[config.mk]
export PLATFORM = sky130hd
export DESIGN_NAME = branch_pred_ctrl_flat
export DESIGN_NICKNAME = d
export VERILOG_FILES = /design/src/rtl/branch_pred_ctrl_if.sv /design/src/rtl/branch_pred_ctrl.sv /design/src/flat_wrapper.sv
export SDC_FILE = /design/constraint.sdc
export NUM_CORES = 2
export LEC_CHECK = 0
export CORE_UTILIZATION = 25
export CTS_BUF_LIST = sky130_fd_sc_hd__clkbuf_4
export DETAILED_ROUTE_END_ITERATION = 10
export GPL_TIMING_DRIVEN = 0
export PLACE_DENSITY = 0.38
export SLEW_MARGIN = 20
export SYNTH_ARGS = -nofsm -noshare
export SYNTH_HDL_FRONTEND = slang
export SYNTH_SLANG_ARGS = --single-unit
[constraint.sdc]
create_clock -name cpu_clk -period 18.35 [get_ports cpu_clk]
set_input_delay 4.5875 -clock cpu_clk [delete_from_list [all_inputs] [get_ports cpu_clk]]
set_output_delay 4.5875 -clock cpu_clk [all_outputs]
set_load 0.01 [all_outputs]
[src/rtl/branch_pred_ctrl_if.sv]
// Prediction/update bundle between the fetch/execute pipeline and the branch predictor.
// The slave side is the predictor. The master side is the pipeline or testbench that drives it.
interface branch_pred_ctrl_if;
  logic [31:0] pc_IF;
  logic        stall_IF;
  logic        Flush_B;
  logic        upd_valid;
  logic [31:0] upd_pc;
  logic        upd_taken;
  logic [31:0] upd_target;
  logic        pre_br;
  logic [31:0] pre_pc;
  logic        pre_br_EX;
  logic [31:0] br_cnt;
  logic [31:0] mispred_cnt;

  modport master (
    output pc_IF, stall_IF, Flush_B, upd_valid, upd_pc, upd_taken, upd_target,
    input  pre_br, pre_pc, pre_br_EX, br_cnt, mispred_cnt
  );

  modport slave (
    input  pc_IF, stall_IF, Flush_B, upd_valid, upd_pc, upd_taken, upd_target,
    output pre_br, pre_pc, pre_br_EX, br_cnt, mispred_cnt
  );
endinterface

[src/rtl/branch_pred_ctrl.sv]
// BHT (2-bit counters) + tagged BTB predictor. Lookup has 0-cycle latency, and training takes effect on the next edge.
// There is no backpressure: stall_IF holds the ID copy of the prediction and Flush_B clears both stages.
module branch_pred_ctrl #(
  parameter int         IDX_W    = 6,
  parameter logic [1:0] CNT_INIT = 2'b01
) (
  input logic               cpu_clk,
  input logic               cpu_rst_n,
  branch_pred_ctrl_if.slave bp
);

  localparam int ENTRIES = 1 << IDX_W;
  localparam int TAG_W   = 30 - IDX_W;

  logic [ENTRIES-1:0] valid_q;
  logic [1:0]         cnt_q [ENTRIES];
  logic [TAG_W-1:0]   tag_q [ENTRIES];
  logic [31:0]        tgt_q [ENTRIES];

  logic [IDX_W-1:0] lk_idx;
  logic [TAG_W-1:0] lk_tag;
  logic             lk_hit;
  logic             pre_br;

  logic [IDX_W-1:0] up_idx;
  logic [TAG_W-1:0] up_tag;
  logic             up_hit;
  logic [1:0]       cnt_nxt;

  logic        pre_br_id_q;
  logic        pre_br_ex_q;
  logic [31:0] br_cnt_q;
  logic [31:0] mispred_cnt_q;

  // Word-aligned PCs: the two low bits carry no information.
  logic unused_pc_lsbs;
  assign unused_pc_lsbs = ^{bp.pc_IF[1:0], bp.upd_pc[1:0]};

  assign lk_idx = bp.pc_IF[IDX_W+1:2];
  assign lk_tag = bp.pc_IF[31:IDX_W+2];
  assign lk_hit = valid_q[lk_idx] && (tag_q[lk_idx] == lk_tag);

  // Reset is ANDed in so that the IF stage sees a plain fall-through while reset is asserted.
  assign pre_br    = cpu_rst_n && lk_hit && cnt_q[lk_idx][1];
  assign bp.pre_br = pre_br;
  assign bp.pre_pc = pre_br ? tgt_q[lk_idx] : bp.pc_IF + 32'd4;

  assign up_idx = bp.upd_pc[IDX_W+1:2];
  assign up_tag = bp.upd_pc[31:IDX_W+2];
  assign up_hit = valid_q[up_idx] && (tag_q[up_idx] == up_tag);

  always_comb begin
    cnt_nxt = cnt_q[up_idx];
    if (!up_hit) begin
      cnt_nxt = bp.upd_taken ? 2'b10 : CNT_INIT;
    end else if (bp.upd_taken) begin
      if (cnt_q[up_idx] != 2'b11) cnt_nxt = cnt_q[up_idx] + 2'd1;
    end else begin
      if (cnt_q[up_idx] != 2'b00) cnt_nxt = cnt_q[up_idx] - 2'd1;
    end
  end

  always_ff @(posedge cpu_clk or negedge cpu_rst_n) begin
    if (!cpu_rst_n) begin
      valid_q <= '0;
      for (int i = 0; i < ENTRIES; i++) cnt_q[i] <= CNT_INIT;
    end else if (bp.upd_valid) begin
      valid_q[up_idx] <= 1'b1;
      cnt_q[up_idx]   <= cnt_nxt;
    end
  end

  // Tag and target storage is qualified by valid_q, so it is left without reset.
  always_ff @(posedge cpu_clk) begin
    if (bp.upd_valid) begin
      if (!up_hit) tag_q[up_idx] <= up_tag;
      if (!up_hit || bp.upd_taken) tgt_q[up_idx] <= bp.upd_target;
    end
  end

  always_ff @(posedge cpu_clk or negedge cpu_rst_n) begin
    if (!cpu_rst_n) begin
      pre_br_id_q <= 1'b0;
      pre_br_ex_q <= 1'b0;
    end else if (bp.Flush_B) begin
      pre_br_id_q <= 1'b0;
      pre_br_ex_q <= 1'b0;
    end else if (bp.stall_IF) begin
      pre_br_ex_q <= 1'b0;
    end else begin
      pre_br_id_q <= pre_br;
      pre_br_ex_q <= pre_br_id_q;
    end
  end

  always_ff @(posedge cpu_clk or negedge cpu_rst_n) begin
    if (!cpu_rst_n) begin
      br_cnt_q      <= '0;
      mispred_cnt_q <= '0;
    end else if (bp.upd_valid) begin
      br_cnt_q <= br_cnt_q + 32'd1;
      if (pre_br_ex_q != bp.upd_taken) mispred_cnt_q <= mispred_cnt_q + 32'd1;
    end
  end

  assign bp.pre_br_EX   = pre_br_ex_q;
  assign bp.br_cnt      = br_cnt_q;
  assign bp.mispred_cnt = mispred_cnt_q;

endmodule
[src/flat_wrapper.sv]
// flat-port wrapper written by rule: the top's interface ports become plain ports
module branch_pred_ctrl_flat 
#(
  parameter int         IDX_W    = 6,
  parameter logic [1:0] CNT_INIT = 2'b01
)
  (cpu_clk, cpu_rst_n, bp_pc_IF, bp_stall_IF, bp_Flush_B, bp_upd_valid, bp_upd_pc, bp_upd_taken, bp_upd_target, bp_pre_br, bp_pre_pc, bp_pre_br_EX, bp_br_cnt, bp_mispred_cnt);
  branch_pred_ctrl_if bp_i ();
  input logic cpu_clk;
  input logic cpu_rst_n;
  input wire logic [$bits(bp_i.pc_IF)-1:0] bp_pc_IF;
  input wire logic [$bits(bp_i.stall_IF)-1:0] bp_stall_IF;
  input wire logic [$bits(bp_i.Flush_B)-1:0] bp_Flush_B;
  input wire logic [$bits(bp_i.upd_valid)-1:0] bp_upd_valid;
  input wire logic [$bits(bp_i.upd_pc)-1:0] bp_upd_pc;
  input wire logic [$bits(bp_i.upd_taken)-1:0] bp_upd_taken;
  input wire logic [$bits(bp_i.upd_target)-1:0] bp_upd_target;
  output wire logic [$bits(bp_i.pre_br)-1:0] bp_pre_br;
  output wire logic [$bits(bp_i.pre_pc)-1:0] bp_pre_pc;
  output wire logic [$bits(bp_i.pre_br_EX)-1:0] bp_pre_br_EX;
  output wire logic [$bits(bp_i.br_cnt)-1:0] bp_br_cnt;
  output wire logic [$bits(bp_i.mispred_cnt)-1:0] bp_mispred_cnt;
  assign bp_i.pc_IF = bp_pc_IF;
  assign bp_i.stall_IF = bp_stall_IF;
  assign bp_i.Flush_B = bp_Flush_B;
  assign bp_i.upd_valid = bp_upd_valid;
  assign bp_i.upd_pc = bp_upd_pc;
  assign bp_i.upd_taken = bp_upd_taken;
  assign bp_i.upd_target = bp_upd_target;
  assign bp_pre_br = bp_i.pre_br;
  assign bp_pre_pc = bp_i.pre_pc;
  assign bp_pre_br_EX = bp_i.pre_br_EX;
  assign bp_br_cnt = bp_i.br_cnt;
  assign bp_mispred_cnt = bp_i.mispred_cnt;
  branch_pred_ctrl #(.IDX_W(IDX_W), .CNT_INIT(CNT_INIT)) u_core (.cpu_clk(cpu_clk), .cpu_rst_n(cpu_rst_n), .bp(bp_i));
endmodule
==> summary.md <==
| Metric | Value |
|---|---|
| Pre-Repair DR Iteration Count | `8` |
| # setup viols final | `3` |
| Post-CTS Hold Fix Bufs | `0` |
| Async S/R FF share, synth | `6.72%` |
| CP Capture Type | `output pin` |
| Post-synthesis cell type count | `86` |
| DIE AREA | `approximately 660000 µm²` |
| EDFF count, synth | `between 3000 and 4000` |
| Seq/Total Area, Yosys | `70.1%` |
| # clock sinks | `3842` |
| P_leak | `66.2 nW` |
| Storage cell area | `114000 µm²` |
| Violated checks | `setup timing` |
| WP data arrival | `13.78 ns` |
| Total track usage | `26.6%` |
| R2R depth | `14` |
| Layout area overhead | `24.1%` |
| Xor/xnor cell area share of the yosys netlist | `0.758%` |
| Main synth FF type | `edfxtp_1` |
| GP Congestion | `about 0.98` |
| Initial antenna violation count | `153` |
| CTS tree | `done` |
| Fmax | `54.4 MHz` |
| Pre-CTS setup slack | `-0.825 ns` |
| Share of layout cells above drive strength 1 | `39.9%` |
| Non-Filler Cell Area, Final | `between 200000 and 250000 µm²` |
| Post-synthesis compound-gate area fraction | `3.66%` |
| Final Hold Viols | `0` |
| Post-route ant nets | `0` |
| Peak supply drop | `0.0665 mV` |
| Final Slew Violations | `0` |
| PortBufs | `190` |
| Non-Filler Instances | `19544` |
| Util after Layout | `31.1%` |
| Seq cells post-synth | `3842` |
| Max clock buf depth | `5` |
| H-tree levels | `7` |
| Die extent in x | `809 µm` |
| Crit Path Category | `in -> out` |
| Top post-synthesis cells by area | `edfxtp_1, mux4_2, dfrtp_1, mux2i_1, dfstp_2` |
| Status | `finished with violations` |
| Post-synthesis cell count | `8195` |
| Setup ws final | `-0.0183 ns` |
| Total gr overflow | `0` |
| Hold path cells | `1` |
| Cell Area, Synth | `~160000 µm²` |
| Placed insts | `about 18000` |
| Count leader, synth | `edfxtp_1` |
| Simple-Gate Fraction of Synth Area | `3.16%` |
| Yosys warns | `0` |
| Synth area leader | `edfxtp_1` |
| Final worst clock skew | `0.248 ns` |
| WL per Instance | `45.5 µm` |
| Starting Density | `25.1%` |
| Synthesized area per cell | `19.9 µm²` |
| Largest net degree at the start of global routing | `81` |
| Row count | `296` |
| Synth top area share | `66.0%` |
| Clock Tree Root | `clkbuf_4` |
| Setup TNS Final | `-0.0248 ns` |
| Die Y | `809 µm` |
| CP required | `13.76 ns` |
| Measured slew at the worst slew-check pin | `1.37 ns` |
| Core Area | `approximately 650000 µm²` |
| Drc violations | `0` |
| Syn_nets | `8300` |
| Worst-skew pair later-pin latency | `1.90 ns` |
| Tot Pwr | `20.0 mW` |
| Vias/cell | `5.62` |
| Vias | `109808` |
| Multi-input gate area | `47400 µm²` |
| First-pass GRT wire length | `1120000 µm` |
| Final Net Count | `10186` |
| Worst min path class | `reg -> reg` |
| CP max FO | `11` |
| Placed inst area | `188000 µm²` |
| Slew HR | `8.55%` |
| Post-synth top cells | `edfxtp_1, mux4_2, mux2i_1` |
| Drt initial violations | `18138` |
| Num CTS Buffers | `1184` |
| Max Cap Viol | `0` |
| Tmin final | `18.37 ns` |
| Fill count | `63459` |
| Synth Area in Adders | `0.0230%` |
| Mux share of post-synthesis cell area | `20.7%` |
| Clock slew at reported path FFs | `0.06 ns` |
| RSZ-0062 raised after global routing | `false` |
| Detail Placement HPWL | `653000 µm` |
| WL final | `889000 µm` |
| Main combinational cell family by area after synthesis | `multiplexers` |
| Hold WS | `between 0.4 and 0.5 ns` |
| Crit start category | `input pin` |
| I/O pins | `200` |
| Pwr/cell area | `99.2 nW/µm²` |
| Period utilization | `100%` |
| Vias in the first global route | `106079` |
routing by layer:
| metal | wire (µm) | up-vias | track usage [%] |
|---|---|---|---|
| li1 | - | 39305 | - |
| met1 | 333000 | 59054 | 32.2 |
| met2 | 397000 | 8831 | 40.0 |
| met3 | 97300 | 2576 | 9.71 |
| met4 | 61100 | 42 | 16.8 |
| met5 | 627 | - | 0.358 |
path summary, 6_finish.rpt:
kind	startpoint	endpoint	slack, ns
min	u_core.bp.mispred_cnt[31]	u_core.bp.mispred_cnt[31]	0.48
max	bp_pc_IF[2]	bp_pre_pc[19]	-0.02
max in group asynchronous	cpu_rst_n	u_core.valid_q[46]	14.41
min in group asynchronous	cpu_rst_n	u_core.bp.br_cnt[19]	2.73
max reg2reg	u_core.tag_q[4][1]	u_core.tgt_q[24][18]	11.81
min reg2reg	u_core.bp.mispred_cnt[31]	u_core.bp.mispred_cnt[31]	0.48
kinds of logic after synthesis:
| group | Yosys count |
|---|---|
| AO/OA/AOI/OAI | 863 |
| adder cells (fa/ha/maj) | 3 |
| buffers and inverters | 591 |
| XOR/XNOR | 141 |
| flip-flops | 3842 |
| AND/OR/NAND/NOR | 1031 |
| multiplexers | 1724 |
layout by cell type, fill, tap and decap left out, types with 19 or more instances in the layout:
cell	n
edfxtp_1	3584
buf_6	30
nand2_1	314
buf_2	220
clkinv_1	198
mux4_2	1312
o21ai_0	193
mux2_2	55
clkbuf_2	147
diode_2	118
buf_12	270
a22oi_1	149
a21oi_1	83
nor2_4	131
and2_1	24
nand3b_1	31
inv_2	19
xor2_1	47
o211ai_1	23
clkdlybuf4s50_1	130
a31oi_1	23
buf_1	25
buf_4	98
clkbuf_1	138
a221oi_1	100
nand3_1	158
and3_1	34
xnor2_1	91
dfstp_2	64
nand4_1	25
nor2_1	69
dfrtp_1	194
nor4_1	29
nand2b_1	82
nor3_1	31
clkbuf_4	1653
mux2i_1	352
buf_16	201
o22ai_1	100
a22o_1	42
repair_timing:
action | CTS | global route
gates resized for setup | 3 | 1
setup endpoints to repair | 32 | 8
setup buffers | 0 | 0
critical path, cell delays in order:
cell             delay, ns
clkdlybuf4s50_1       1.17
buf_6                 0.23
buf_6                 0.20
buf_6                 0.36
buf_4                 0.58
buf_2                 0.74
buf_4                 0.49
nand3_1               0.64
o221ai_1              0.48
a211o_1               0.19
o21ai_0               0.10
a221oi_1              0.28
o211ai_1              0.17
nor4_2                0.82
nand4_1               0.30
nor3b_4               0.96
buf_6                 0.32
mux2_2                0.50
clkdlybuf4s50_1       0.53
state kept, by name (all words and copies together), names as in the netlist:
name / count
u_core.valid_q: 64
u_core.cnt_q: 128
u_core.bp.br_cnt: 32
u_core.bp.pre_br_EX: 1
u_core.bp.mispred_cnt: 32
u_core.pre_br_id_q: 1
u_core.tgt_q: 2048
u_core.tag_q: 1536
report_power, final:
group / switching, mW / total, mW / leakage (nW) / internal (mW)
sequential: 0.0925 / 9.83 / 35.5 / 9.74
clock: 3.96 / 8.16 / 8.15 / 4.20
combinational: 1.40 / 2.06 / 22.6 / 0.657
cell type report:
type / count / share of cell area [%]
well taps: 8642 / 5.35
flip-flops and latches: 3842 / 56.5
clock buffers: 1649 / 6.12
clock inverters: 240 / 0.561
multi-input cells: 3762 / 23.4
diodes: 118 / 0.146
repair buffers: 700 / 6.43
plain buffers: 571 / 1.44
inverters: 20 / 0.0378
(Power assumes the default switching activity.)
